## src/rtl/cache_control_nway_if.sv

```systemverilog
// Bus between the cache controller and its CPU port, datapath arrays and
// physical memory. The slave side is the controller itself.
interface cache_control_nway_if #(
  parameter int WAYS     = 2,
  parameter int SET_BITS = 3
);
  localparam int W = $clog2(WAYS);

  // CPU side
  logic                mem_read;
  logic                mem_write;
  logic                mem_resp;
  logic                flush;
  logic                flush_done;

  // Datapath status for the addressed set
  logic [WAYS-1:0]     hit;
  logic [WAYS-1:0]     valid;
  logic [WAYS-1:0]     dirty;
  logic [W-1:0]        lru_victim;

  // Datapath control
  logic [W-1:0]        way_sel;
  logic                set_sel;
  logic [SET_BITS-1:0] flush_set;
  logic [1:0]          addressmux_sel;
  logic                datainmux_sel;
  logic [WAYS-1:0]     data_write;
  logic [WAYS-1:0]     tag_write;
  logic [WAYS-1:0]     valid_write;
  logic [WAYS-1:0]     dirty_write;
  logic                dirty_in;
  logic                lru_write;

  // Physical memory
  logic                pmem_read;
  logic                pmem_write;
  logic                pmem_resp;

  modport master (
    output mem_read, mem_write, flush, hit, valid, dirty, lru_victim, pmem_resp,
    input  mem_resp, flush_done, way_sel, set_sel, flush_set, addressmux_sel,
           datainmux_sel, data_write, tag_write, valid_write, dirty_write,
           dirty_in, lru_write, pmem_read, pmem_write
  );

  modport slave (
    input  mem_read, mem_write, flush, hit, valid, dirty, lru_victim, pmem_resp,
    output mem_resp, flush_done, way_sel, set_sel, flush_set, addressmux_sel,
           datainmux_sel, data_write, tag_write, valid_write, dirty_write,
           dirty_in, lru_write, pmem_read, pmem_write
  );
endinterface

```

## src/rtl/cache_control_nway.sv

```systemverilog
// Control FSM for a WAYS-way set-associative write-back / write-allocate cache
// with a flush walk that writes back every dirty line.
//
// state      | meaning
// S_IDLE     | serve hits, pick a victim on a miss, accept a flush
// S_EVICT    | write the dirty victim line back to physical memory
// S_FILL     | read the missing line from physical memory into the victim way
// S_FL_CHECK | inspect (flush_set, flush_way) for a dirty valid line
// S_FL_WB    | write back the dirty line found by S_FL_CHECK
module cache_control_nway #(
  parameter int WAYS     = 2,
  parameter int SET_BITS = 3
) (
  input  logic clk_i,
  input  logic rst_i,
  cache_control_nway_if.slave bus
);
  localparam int W = $clog2(WAYS);

  typedef enum logic [2:0] {
    S_IDLE,
    S_EVICT,
    S_FILL,
    S_FL_CHECK,
    S_FL_WB
  } state_t;

  state_t              state_q, state_d;
  logic [W-1:0]        victim_q, victim_d;
  logic [W-1:0]        flush_way_q, flush_way_d;
  logic [SET_BITS-1:0] flush_set_q, flush_set_d;

  logic [W-1:0]        hit_way;
  logic [W-1:0]        inv_way;
  logic [W-1:0]        victim_sel;
  logic                any_hit;
  logic                any_inv;
  logic                req;
  logic                advance;
  logic                walk_last;

  function automatic logic [WAYS-1:0] onehot(input logic [W-1:0] way);
    logic [WAYS-1:0] one;
    one = 1;
    return one << way;
  endfunction

  // Priority-encode the hit vector and the first invalid way (lowest index wins)
  always_comb begin
    hit_way = '0;
    inv_way = '0;
    for (int i = WAYS - 1; i >= 0; i--) begin
      if (bus.hit[i]) hit_way = W'(i);
      if (!bus.valid[i]) inv_way = W'(i);
    end
    any_hit    = |bus.hit;
    any_inv    = ~&bus.valid;
    victim_sel = any_inv ? inv_way : bus.lru_victim;
    req        = bus.mem_read | bus.mem_write;
    walk_last  = (flush_way_q == W'(WAYS - 1)) && (&flush_set_q);
  end

  // Next-state and datapath control; reset forces every output low
  always_comb begin
    state_d     = state_q;
    victim_d    = victim_q;
    flush_way_d = flush_way_q;
    flush_set_d = flush_set_q;
    advance     = 1'b0;

    bus.mem_resp       = 1'b0;
    bus.flush_done     = 1'b0;
    bus.way_sel        = '0;
    bus.set_sel        = 1'b0;
    bus.flush_set      = flush_set_q;
    bus.addressmux_sel = 2'b00;
    bus.datainmux_sel  = 1'b0;
    bus.data_write     = '0;
    bus.tag_write      = '0;
    bus.valid_write    = '0;
    bus.dirty_write    = '0;
    bus.dirty_in       = 1'b0;
    bus.lru_write      = 1'b0;
    bus.pmem_read      = 1'b0;
    bus.pmem_write     = 1'b0;

    case (state_q)
      S_IDLE: begin
        if (req) begin
          if (any_hit) begin
            bus.mem_resp  = 1'b1;
            bus.lru_write = 1'b1;
            bus.way_sel   = hit_way;
            if (bus.mem_write) begin
              bus.datainmux_sel = 1'b1;
              bus.data_write    = onehot(hit_way);
              bus.dirty_write   = onehot(hit_way);
              bus.dirty_in      = 1'b1;
            end
          end else begin
            victim_d = victim_sel;
            if (bus.valid[victim_sel] && bus.dirty[victim_sel]) state_d = S_EVICT;
            else                                                state_d = S_FILL;
          end
        end else if (bus.flush) begin
          state_d     = S_FL_CHECK;
          flush_way_d = '0;
          flush_set_d = '0;
        end
      end

      S_EVICT: begin
        bus.pmem_write     = 1'b1;
        bus.addressmux_sel = 2'b01;
        bus.way_sel        = victim_q;
        if (bus.pmem_resp) state_d = S_FILL;
      end

      S_FILL: begin
        bus.pmem_read = 1'b1;
        bus.way_sel   = victim_q;
        if (bus.pmem_resp) begin
          bus.data_write  = onehot(victim_q);
          bus.tag_write   = onehot(victim_q);
          bus.valid_write = onehot(victim_q);
          bus.dirty_write = onehot(victim_q);
          state_d         = S_IDLE;
        end
      end

      S_FL_CHECK: begin
        bus.set_sel = 1'b1;
        bus.way_sel = flush_way_q;
        if (bus.valid[flush_way_q] && bus.dirty[flush_way_q]) state_d = S_FL_WB;
        else                                                  advance = 1'b1;
      end

      S_FL_WB: begin
        bus.set_sel        = 1'b1;
        bus.pmem_write     = 1'b1;
        bus.addressmux_sel = 2'b10;
        bus.way_sel        = flush_way_q;
        if (bus.pmem_resp) begin
          bus.dirty_write = onehot(flush_way_q);
          advance         = 1'b1;
        end
      end

      default: state_d = S_IDLE;
    endcase

    // Step the walk to the next way, wrapping into the next set
    if (advance) begin
      if (walk_last) begin
        bus.flush_done = 1'b1;
        state_d        = S_IDLE;
        flush_way_d    = '0;
        flush_set_d    = '0;
      end else if (flush_way_q == W'(WAYS - 1)) begin
        state_d     = S_FL_CHECK;
        flush_way_d = '0;
        flush_set_d = flush_set_q + 1'b1;
      end else begin
        state_d     = S_FL_CHECK;
        flush_way_d = flush_way_q + 1'b1;
      end
    end

    if (rst_i) begin
      state_d     = S_IDLE;
      victim_d    = '0;
      flush_way_d = '0;
      flush_set_d = '0;

      bus.mem_resp       = 1'b0;
      bus.flush_done     = 1'b0;
      bus.way_sel        = '0;
      bus.set_sel        = 1'b0;
      bus.flush_set      = '0;
      bus.addressmux_sel = 2'b00;
      bus.datainmux_sel  = 1'b0;
      bus.data_write     = '0;
      bus.tag_write      = '0;
      bus.valid_write    = '0;
      bus.dirty_write    = '0;
      bus.dirty_in       = 1'b0;
      bus.lru_write      = 1'b0;
      bus.pmem_read      = 1'b0;
      bus.pmem_write     = 1'b0;
    end
  end

  // State, victim and flush-walk registers
  always_ff @(posedge clk_i) begin
    if (rst_i) begin
      state_q     <= S_IDLE;
      victim_q    <= '0;
      flush_way_q <= '0;
      flush_set_q <= '0;
    end else begin
      state_q     <= state_d;
      victim_q    <= victim_d;
      flush_way_q <= flush_way_d;
      flush_set_q <= flush_set_d;
    end
  end
endmodule
```

## src/flat_wrapper.sv

```systemverilog
// flat-port wrapper written by rule: the top's interface ports become plain ports
module cache_control_nway_flat 
#(
  parameter int WAYS     = 2,
  parameter int SET_BITS = 3
)
  (clk_i, rst_i, bus_mem_read, bus_mem_write, bus_flush, bus_hit, bus_valid, bus_dirty, bus_lru_victim, bus_pmem_resp, bus_mem_resp, bus_flush_done, bus_way_sel, bus_set_sel, bus_flush_set, bus_addressmux_sel, bus_datainmux_sel, bus_data_write, bus_tag_write, bus_valid_write, bus_dirty_write, bus_dirty_in, bus_lru_write, bus_pmem_read, bus_pmem_write);
  cache_control_nway_if #(.WAYS(WAYS), .SET_BITS(SET_BITS)) bus_i ();
  input  logic clk_i;
  input  logic rst_i;
  input wire logic [$bits(bus_i.mem_read)-1:0] bus_mem_read;
  input wire logic [$bits(bus_i.mem_write)-1:0] bus_mem_write;
  input wire logic [$bits(bus_i.flush)-1:0] bus_flush;
  input wire logic [$bits(bus_i.hit)-1:0] bus_hit;
  input wire logic [$bits(bus_i.valid)-1:0] bus_valid;
  input wire logic [$bits(bus_i.dirty)-1:0] bus_dirty;
  input wire logic [$bits(bus_i.lru_victim)-1:0] bus_lru_victim;
  input wire logic [$bits(bus_i.pmem_resp)-1:0] bus_pmem_resp;
  output wire logic [$bits(bus_i.mem_resp)-1:0] bus_mem_resp;
  output wire logic [$bits(bus_i.flush_done)-1:0] bus_flush_done;
  output wire logic [$bits(bus_i.way_sel)-1:0] bus_way_sel;
  output wire logic [$bits(bus_i.set_sel)-1:0] bus_set_sel;
  output wire logic [$bits(bus_i.flush_set)-1:0] bus_flush_set;
  output wire logic [$bits(bus_i.addressmux_sel)-1:0] bus_addressmux_sel;
  output wire logic [$bits(bus_i.datainmux_sel)-1:0] bus_datainmux_sel;
  output wire logic [$bits(bus_i.data_write)-1:0] bus_data_write;
  output wire logic [$bits(bus_i.tag_write)-1:0] bus_tag_write;
  output wire logic [$bits(bus_i.valid_write)-1:0] bus_valid_write;
  output wire logic [$bits(bus_i.dirty_write)-1:0] bus_dirty_write;
  output wire logic [$bits(bus_i.dirty_in)-1:0] bus_dirty_in;
  output wire logic [$bits(bus_i.lru_write)-1:0] bus_lru_write;
  output wire logic [$bits(bus_i.pmem_read)-1:0] bus_pmem_read;
  output wire logic [$bits(bus_i.pmem_write)-1:0] bus_pmem_write;
  assign bus_i.mem_read = bus_mem_read;
  assign bus_i.mem_write = bus_mem_write;
  assign bus_i.flush = bus_flush;
  assign bus_i.hit = bus_hit;
  assign bus_i.valid = bus_valid;
  assign bus_i.dirty = bus_dirty;
  assign bus_i.lru_victim = bus_lru_victim;
  assign bus_i.pmem_resp = bus_pmem_resp;
  assign bus_mem_resp = bus_i.mem_resp;
  assign bus_flush_done = bus_i.flush_done;
  assign bus_way_sel = bus_i.way_sel;
  assign bus_set_sel = bus_i.set_sel;
  assign bus_flush_set = bus_i.flush_set;
  assign bus_addressmux_sel = bus_i.addressmux_sel;
  assign bus_datainmux_sel = bus_i.datainmux_sel;
  assign bus_data_write = bus_i.data_write;
  assign bus_tag_write = bus_i.tag_write;
  assign bus_valid_write = bus_i.valid_write;
  assign bus_dirty_write = bus_i.dirty_write;
  assign bus_dirty_in = bus_i.dirty_in;
  assign bus_lru_write = bus_i.lru_write;
  assign bus_pmem_read = bus_i.pmem_read;
  assign bus_pmem_write = bus_i.pmem_write;
  cache_control_nway #(.WAYS(WAYS), .SET_BITS(SET_BITS)) u_core (.clk_i(clk_i), .rst_i(rst_i), .bus(bus_i));
endmodule
```

## config.mk

```make
export PLATFORM = sky130hd
export DESIGN_NAME = cache_control_nway_flat
export DESIGN_NICKNAME = d
export VERILOG_FILES = /design/src/rtl/cache_control_nway_if.sv /design/src/rtl/cache_control_nway.sv /design/src/flat_wrapper.sv
export SDC_FILE = /design/constraint.sdc
export NUM_CORES = 1
export LEC_CHECK = 0
export BUFFER_PORTS_ARGS = -buffer_cell sky130_fd_sc_hd__buf_2
export CAP_MARGIN = 10
export CORE_MARGIN = 5
export CORE_UTILIZATION = 42
export CTS_CLUSTER_DIAMETER = 50
export DETAILED_ROUTE_END_ITERATION = 7
export PLACE_DENSITY = 0.75
export RECOVER_POWER = 100
export SLEW_MARGIN = 15
export SYNTH_ARGS = -nofsm -noshare
export SYNTH_HDL_FRONTEND = slang
export SYNTH_SLANG_ARGS = --single-unit
```

## constraint.sdc

```tcl
create_clock -name clk_i -period 1.85 [get_ports clk_i]
set_input_delay 0.2775 -clock clk_i [delete_from_list [all_inputs] [get_ports clk_i]]
set_output_delay 0.2775 -clock clk_i [all_outputs]
set_load 0.03 [all_outputs]
```

==> results of run 1 <==
## worst register-to-register path, stage by stage (launching register included)
cell and delay, ns:
dfxtp_4 0.37, or3_4 0.41, or3_4 0.37, buf_6 0.14, a211oi_4 0.30, o21ai_1 0.11, o311a_1 0.13
## cell usage in the layout (no fill, tap or decap), drive strengths merged, types with 3 or more instances in the layout
master,Yosys,layout
nand2,9,9
nor3,3,3
o21ai,6,6
nand3b,3,3
buf,6,63
inv,3,3
dfxtp,8,8
nor2b,6,6
nor2,12,12
a21oi,8,8
nand3,8,8
or3,3,3
or3b,3,3
clkbuf,5,5
and3,4,4
## sequential cells by signal (all words and copies together) (netlist names)
register            flops
u_core.flush_set_q      3
u_core.state_q          3
u_core.flush_way_q      1
u_core.victim_q         1
## repair_timing
action | CTS | global route
gates resized for setup | 42 | 32
setup endpoints to repair | 19 | 19
pin swaps | 12 | 16
setup buffers | 11 | 0
## cell type report
class	instances	area [um2]
fill	136	397
inverter	3	11.3
multi-input combinational	93	779
tap	27	33.8
sequential	8	173
timing repair buffer	65	505
clock buffer	3	22.5
## how the worst max path moves through the flow
| stage | start | endpoint | slack [ns] | cells past startpoint |
|---|---|---|---|---|
| detailed placement | u_core.state_q[2] | bus_flush_done | -0.05 | 6 |
| global placement | u_core.state_q[0] | bus_way_sel | 0.02 | 6 |
| finish | u_core.state_q[2] | bus_way_sel | -0.19 | 6 |
| floorplan | u_core.state_q[1] | bus_dirty_write[0] | -0.18 | 6 |
| global route | u_core.state_q[2] | bus_way_sel | -0.22 | 8 |
| CTS | u_core.state_q[2] | bus_way_sel | -0.15 | 8 |
## per-layer routing
layer | global-route usage | part of all wire | wire (um) | up-vias
met5 | 0 | 0 | 0 | -
li1 | - | - | - | 537
met3 | 0.0381 | 0.058 | 191 | 10
met4 | 0.133 | 0.033 | 109 | 0
met2 | 0.458 | 0.55 | 1800 | 48
met1 | 0.236 | 0.36 | 1170 | 543
## kinds of logic (layout without fill, tap and decap cells)
kind of cell	Yosys count	count (layout)	share of synthesized area
flops	8	8	0.193
mux	2	2	0.0242
fa+ha+maj	2	2	0.0302
buf+inv	14	71	0.0921
compound gates	30	30	0.260
simple gates	58	58	0.390
xor+xnor	1	1	0.0106
## through the flow
step	total power, uW	setup TNS (ns)
after floorplan	626	-0.402
after global placement	794	0
after detailed placement	806	-0.106
after CTS	1150	-0.758
after global routing	1260	-1.65
final	1200	-1.10
## power by group through the flow
stage / Combinational [uW] / Clock, uW / Sequential [uW]
4_1_cts: 772 / 150 / 225
6_report: 819 / 151 / 233
5_1_grt: 867 / 157 / 235
3_3_place_gp: 569 / 0 / 225
3_5_place_dp: 579 / 0 / 227
2_1_floorplan: 425 / 0 / 201
==> metrics, run 1 <==
WHS=0.286 ns; CTS tree=built; Post-synth EDFFs=0; clk_lat worst skew=0.28 ns; final wirelength=3270 um; final setup fails=13; Max Cap Violations=0; Min-Delay Path Class=input port to flip-flop; Synth Flop Type=dfxtp_1; top cells by count, synth=12 x nor2_1, 9 x nand2_1, 8 x a21oi_1, 8 x dfxtp_1, 8 x nand3_1; most common cell in the netlist=nor2_1; delay-heaviest family, CP=simple AND/OR/NAND/NOR gates; Reg2Reg Setup Slack=-0.09 ns; worst reg2reg path depth=6; Clock power frac=0.125; total CTS buffers=3; Avg Cell Area, Syn=7.20 um2; Final #Nets=189; Max IR drop VDD=0.519 mV; async set or reset register ratio after synthesis=0; Gate power share=0.681; IO Count=35; Yosys top cell by area=dfxtp_1; CP Max Fanout=5; net count after synthesis=130; Max Clock Freq=491 MHz; min setup slack post-route=-0.185 ns; Final Hold Vio Count=0; top cells by area, synth=dfxtp_1 19%, nor2_1 5.4%, a21oi_1 4.8%, nand3_1 4.8%, nor2b_1 4.5%; failing checks=setup timing; Flop pwr share=0.194; Crit Path Class=flip-flop to output pin; clock-pin slew on the worst setup and hold paths=0.08 ns; minimum clock period=2.04 ns; Pint=665 uW; Core Rows=16; routability congestion estimate=0.875; Pwr per Cell Area=788 nW/um2; Die ar.=2960 um2; wire length per cell=16.5 um; RSZ-0062 raised after global routing=yes; r2r endpoint=u_core.state_q[1]; DR vias=1138; crit path launch type=flip-flop; post-synth top area share=0.193; Initial Util=0.431; Placed Instance Area=1210 um2; Worst-Margin Slew=0.562 ns; critical path capture point type=output pin; Slew Limit Fails=0; I/O Buffers=34; Synth Cell Area=828 um2; count of different cell masters after synthesis=42; Horiz. Die Dim=54.4 um; Post-DP HPWL=2150 um; final instance area=1530 um2; crit-path cells=or3_4 -> nor2_4 -> a22oi_2 -> o21a_1 -> a21oi_4 -> buf_6; Final ANT Viol Nets=0; Post-CTS Hold Buffers=0; Setup Slack @ Placement=-0.0539 ns; P_leak=0.000676 uW; fin crit share=1.10; Slew HR=0.622; post-placement cell count=187; layout cells sized above 1=0.587; outcome=finished, violations left; # DRC=0; Area Growth Syn to Fin=84.1%; clk_skew=0.0225 ns; number of clock sinks=8; Net Sw Frac=0.446; Synth Register Bits=8; Clock Root Buffer=clkbuf_4; worst reg2reg path startpoint=u_core.state_q[2]; H-tree levels=1; post-synthesis sequential area ratio=0.193; total track usage=0.238; grt total ovfl=0; hold depth=3; Synth Instances=115; largest net degree at the start of global routing=15; CTS Buffer Depth=2; Syn. warnings=0; crit path DAT=1.76 ns; final cell count without fillers=199; WP data required=1.57 ns; DRT Pass-1 Iters=4; Inserted Diodes=0; initial antenna violation count=0; CP max-delay cell=or3_4; hold_sp=bus_valid[0]; vias in the first global route=1201; hold path endpoint=u_core.victim_q; die span in y=54.4 um; vias per inst=5.72; core box area=1920 um2; first-pass GRT wire length=5180 um; CP max stage delay=0.40 ns; CP bufs+invs=1; Net Switching=537 uW; 1st-iter DRT viols=32; Final Util=0.794
Note: power is estimated with default switching activity, not from simulation.
==> run 2: changes to the inputs <==
Settings changed: TNS_END_PERCENT from default to 30.
==> run 2 against run 1 <==
Effect of this change: the run still ends with setup timing left; via count down 4.0%; utilization down 9.2 points; largest cell class unchanged; clock power about the same; cell count down 4.5%; cell area down 12%; worst hold slack better by 0.021 ns; clock skew down 0.016 ns; critical path depth down 2.
==> metrics, run 2 (same netlist as run 1, synthesis figures left out) <==
outcome=finished, violations left; failing checks=setup timing; Slew Limit Fails=0 (unchanged); vias per inst=5.75 (+0.60%); Clock Root Buffer=clkbuf_4; final setup fails=11 (-2); I/O Buffers=34 (unchanged); Crit Path Class=flip-flop to output pin; Final ANT Viol Nets=0 (unchanged); Reg2Reg Setup Slack=-0.01 ns (+0.08 ns); CP Max Fanout=4 (-1); CTS tree=built; total track usage=0.211 (-0.0266); wire length per cell=15.5 um (-5.9%); # DRC=0 (unchanged); CP bufs+invs=1 (unchanged); RSZ-0062 raised after global routing=yes; Inserted Diodes=0 (unchanged); CP max-delay cell=or3_4; clk_skew=0.00636 ns (-0.0162 ns); Largest regs=u_core.flush_set_q (3), u_core.state_q (3); delay-heaviest family, CP=simple AND/OR/NAND/NOR gates; Horiz. Die Dim=54.4 um (unchanged); hold path endpoint=u_core.victim_q; vias in the first global route=1017 (-15%); Pwr per Cell Area=787 nW/um2 (-0.16%); WHS=0.307 ns (+0.0207 ns); number of clock sinks=8 (unchanged); critical path capture point type=output pin; Core Rows=16 (unchanged); grt total ovfl=0 (unchanged); layout cells sized above 1=0.534 (-0.0535); crit path DAT=1.73 ns (-0.03 ns); r2r endpoint=u_core.state_q[1]; Die ar.=2960 um2 (unchanged); Post-DP HPWL=2170 um (+1.1%); Min-Delay Path Class=input port to flip-flop; H-tree levels=1 (unchanged); Max Clock Freq=499 MHz (+1.5%); Setup Slack @ Placement=0.00340 ns (+0.0573 ns); most frequent cells in the layout=25 x buf_4, 22 x buf_2, 8 x nand3_1; first-pass GRT wire length=4530 um (-13%); post-placement cell count=180 (-3.7%); CTS Buffer Depth=2 (unchanged); worst reg2reg path startpoint=u_core.state_q[2]; clk_lat worst skew=0.27 ns (about the same); Final #Nets=180 (-4.8%); Max Cap Violations=0 (unchanged); minimum clock period=2.01 ns (-0.0299 ns); Worst-Margin Slew=0.555 ns (-0.00779 ns); routability congestion estimate=0.898 (+2.7%); DR vias=1093 (-4.0%); min setup slack post-route=-0.155 ns (+0.0299 ns); Sum Neg Setup Slack=-0.789 ns (+0.310 ns); hold_sp=bus_valid[0]; Post-CTS Hold Buffers=0 (unchanged); P_leak=0.000622 uW (-8.0%); worst reg2reg path depth=5 (-1); WP data required=1.57 ns (about the same); total CTS buffers=3 (unchanged); Max IR drop VDD=0.458 mV (-12%); IO Count=35 (unchanged); largest net degree at the start of global routing=14 (-1); crit-path cells=or3_4 -> or3_4 -> nor2_4 -> buf_6; Final Hold Vio Count=0 (unchanged); most common cell after layout, fill and taps aside=buf_4; hold depth=3 (unchanged); clock-pin slew on the worst setup and hold paths=0.06 ns (-0.02 ns); fin crit share=1.08 (-0.0162); crit path launch type=flip-flop; final wirelength=2940 um (-10%); CP max stage delay=0.41 ns (about the same); Area Growth Syn to Fin=62.8%; die span in y=54.4 um (unchanged); DRT Pass-1 Iters=4 (unchanged); Initial Util=0.431 (unchanged); Slew HR=0.630 (+0.00808); 1st-iter DRT viols=31 (-3.1%); CP most frequent cell=or3_4; core box area=1920 um2 (unchanged); final cell count without fillers=190 (-4.5%); initial antenna violation count=0 (unchanged); Final Util=0.702 (-0.0918)
-- run 2: per-stage QoR --
| step | total power [uW] | instance area [um2] |
|---|---|---|
| after global routing | 1120 | 1350 |
| after detailed placement | 763 | 1140 |
| final | 1060 | 1350 |
| after floorplan | 613 | 893 |
| after CTS | 970 | 1240 |
| after global placement | 747 | 1140 |
-- run 2: per-layer routing --
metal	part of all wire	routed length [um]	track usage
met1	0.37	1080	0.220
met2	0.52	1520	0.390
met3	0.071	208	0.0409
met4	0.047	137	0.116
met5	0	0	0
-- run 2: cell type report --
type / instances / area (um2)
inverter: 3 / 11.3
sequential: 8 / 166
tap: 27 / 33.8
fill: 156 / 573
clock buffer: 3 / 22.5
multi-input combinational: 93 / 722
timing repair buffer: 56 / 393
-- run 2: worst max path at each step --
stage / cells past startpoint / slack, ns / start / to
2_1_floorplan: 5 / -0.18 / u_core.state_q[1] / bus_flush_done
3_3_place_gp: 6 / 0.06 / u_core.state_q[1] / bus_way_sel
3_5_place_dp: 6 / 0.003 / u_core.state_q[1] / bus_way_sel
4_1_cts: 8 / -0.14 / u_core.state_q[2] / bus_way_sel
5_1_grt: 6 / -0.20 / u_core.state_q[2] / bus_way_sel
6_report: 4 / -0.16 / u_core.state_q[2] / bus_mem_resp
-- run 2: what timing repair did --
item	4_1_cts	5_1_grt
pin swaps	3	9
endpoints found under the setup margin	15	14
buffers inserted	1	6
resized for setup	21	24
endpoints found under the hold margin	0	0
-- run 2: worst reg2reg max path, stage by stage (launching register included) --
cell and delay, ns:
dfxtp_2 0.34, or3_4 0.41, or3_4 0.41, a211oi_4 0.31, o21ai_0 0.14, o311a_1 0.14
-- run 2: power breakdown --
group | internal (uW) | switching [uW] | total, uW
registers | 195 | 31.7 | 226
logic | 312 | 372 | 685
clock network | 75.2 | 75.1 | 150
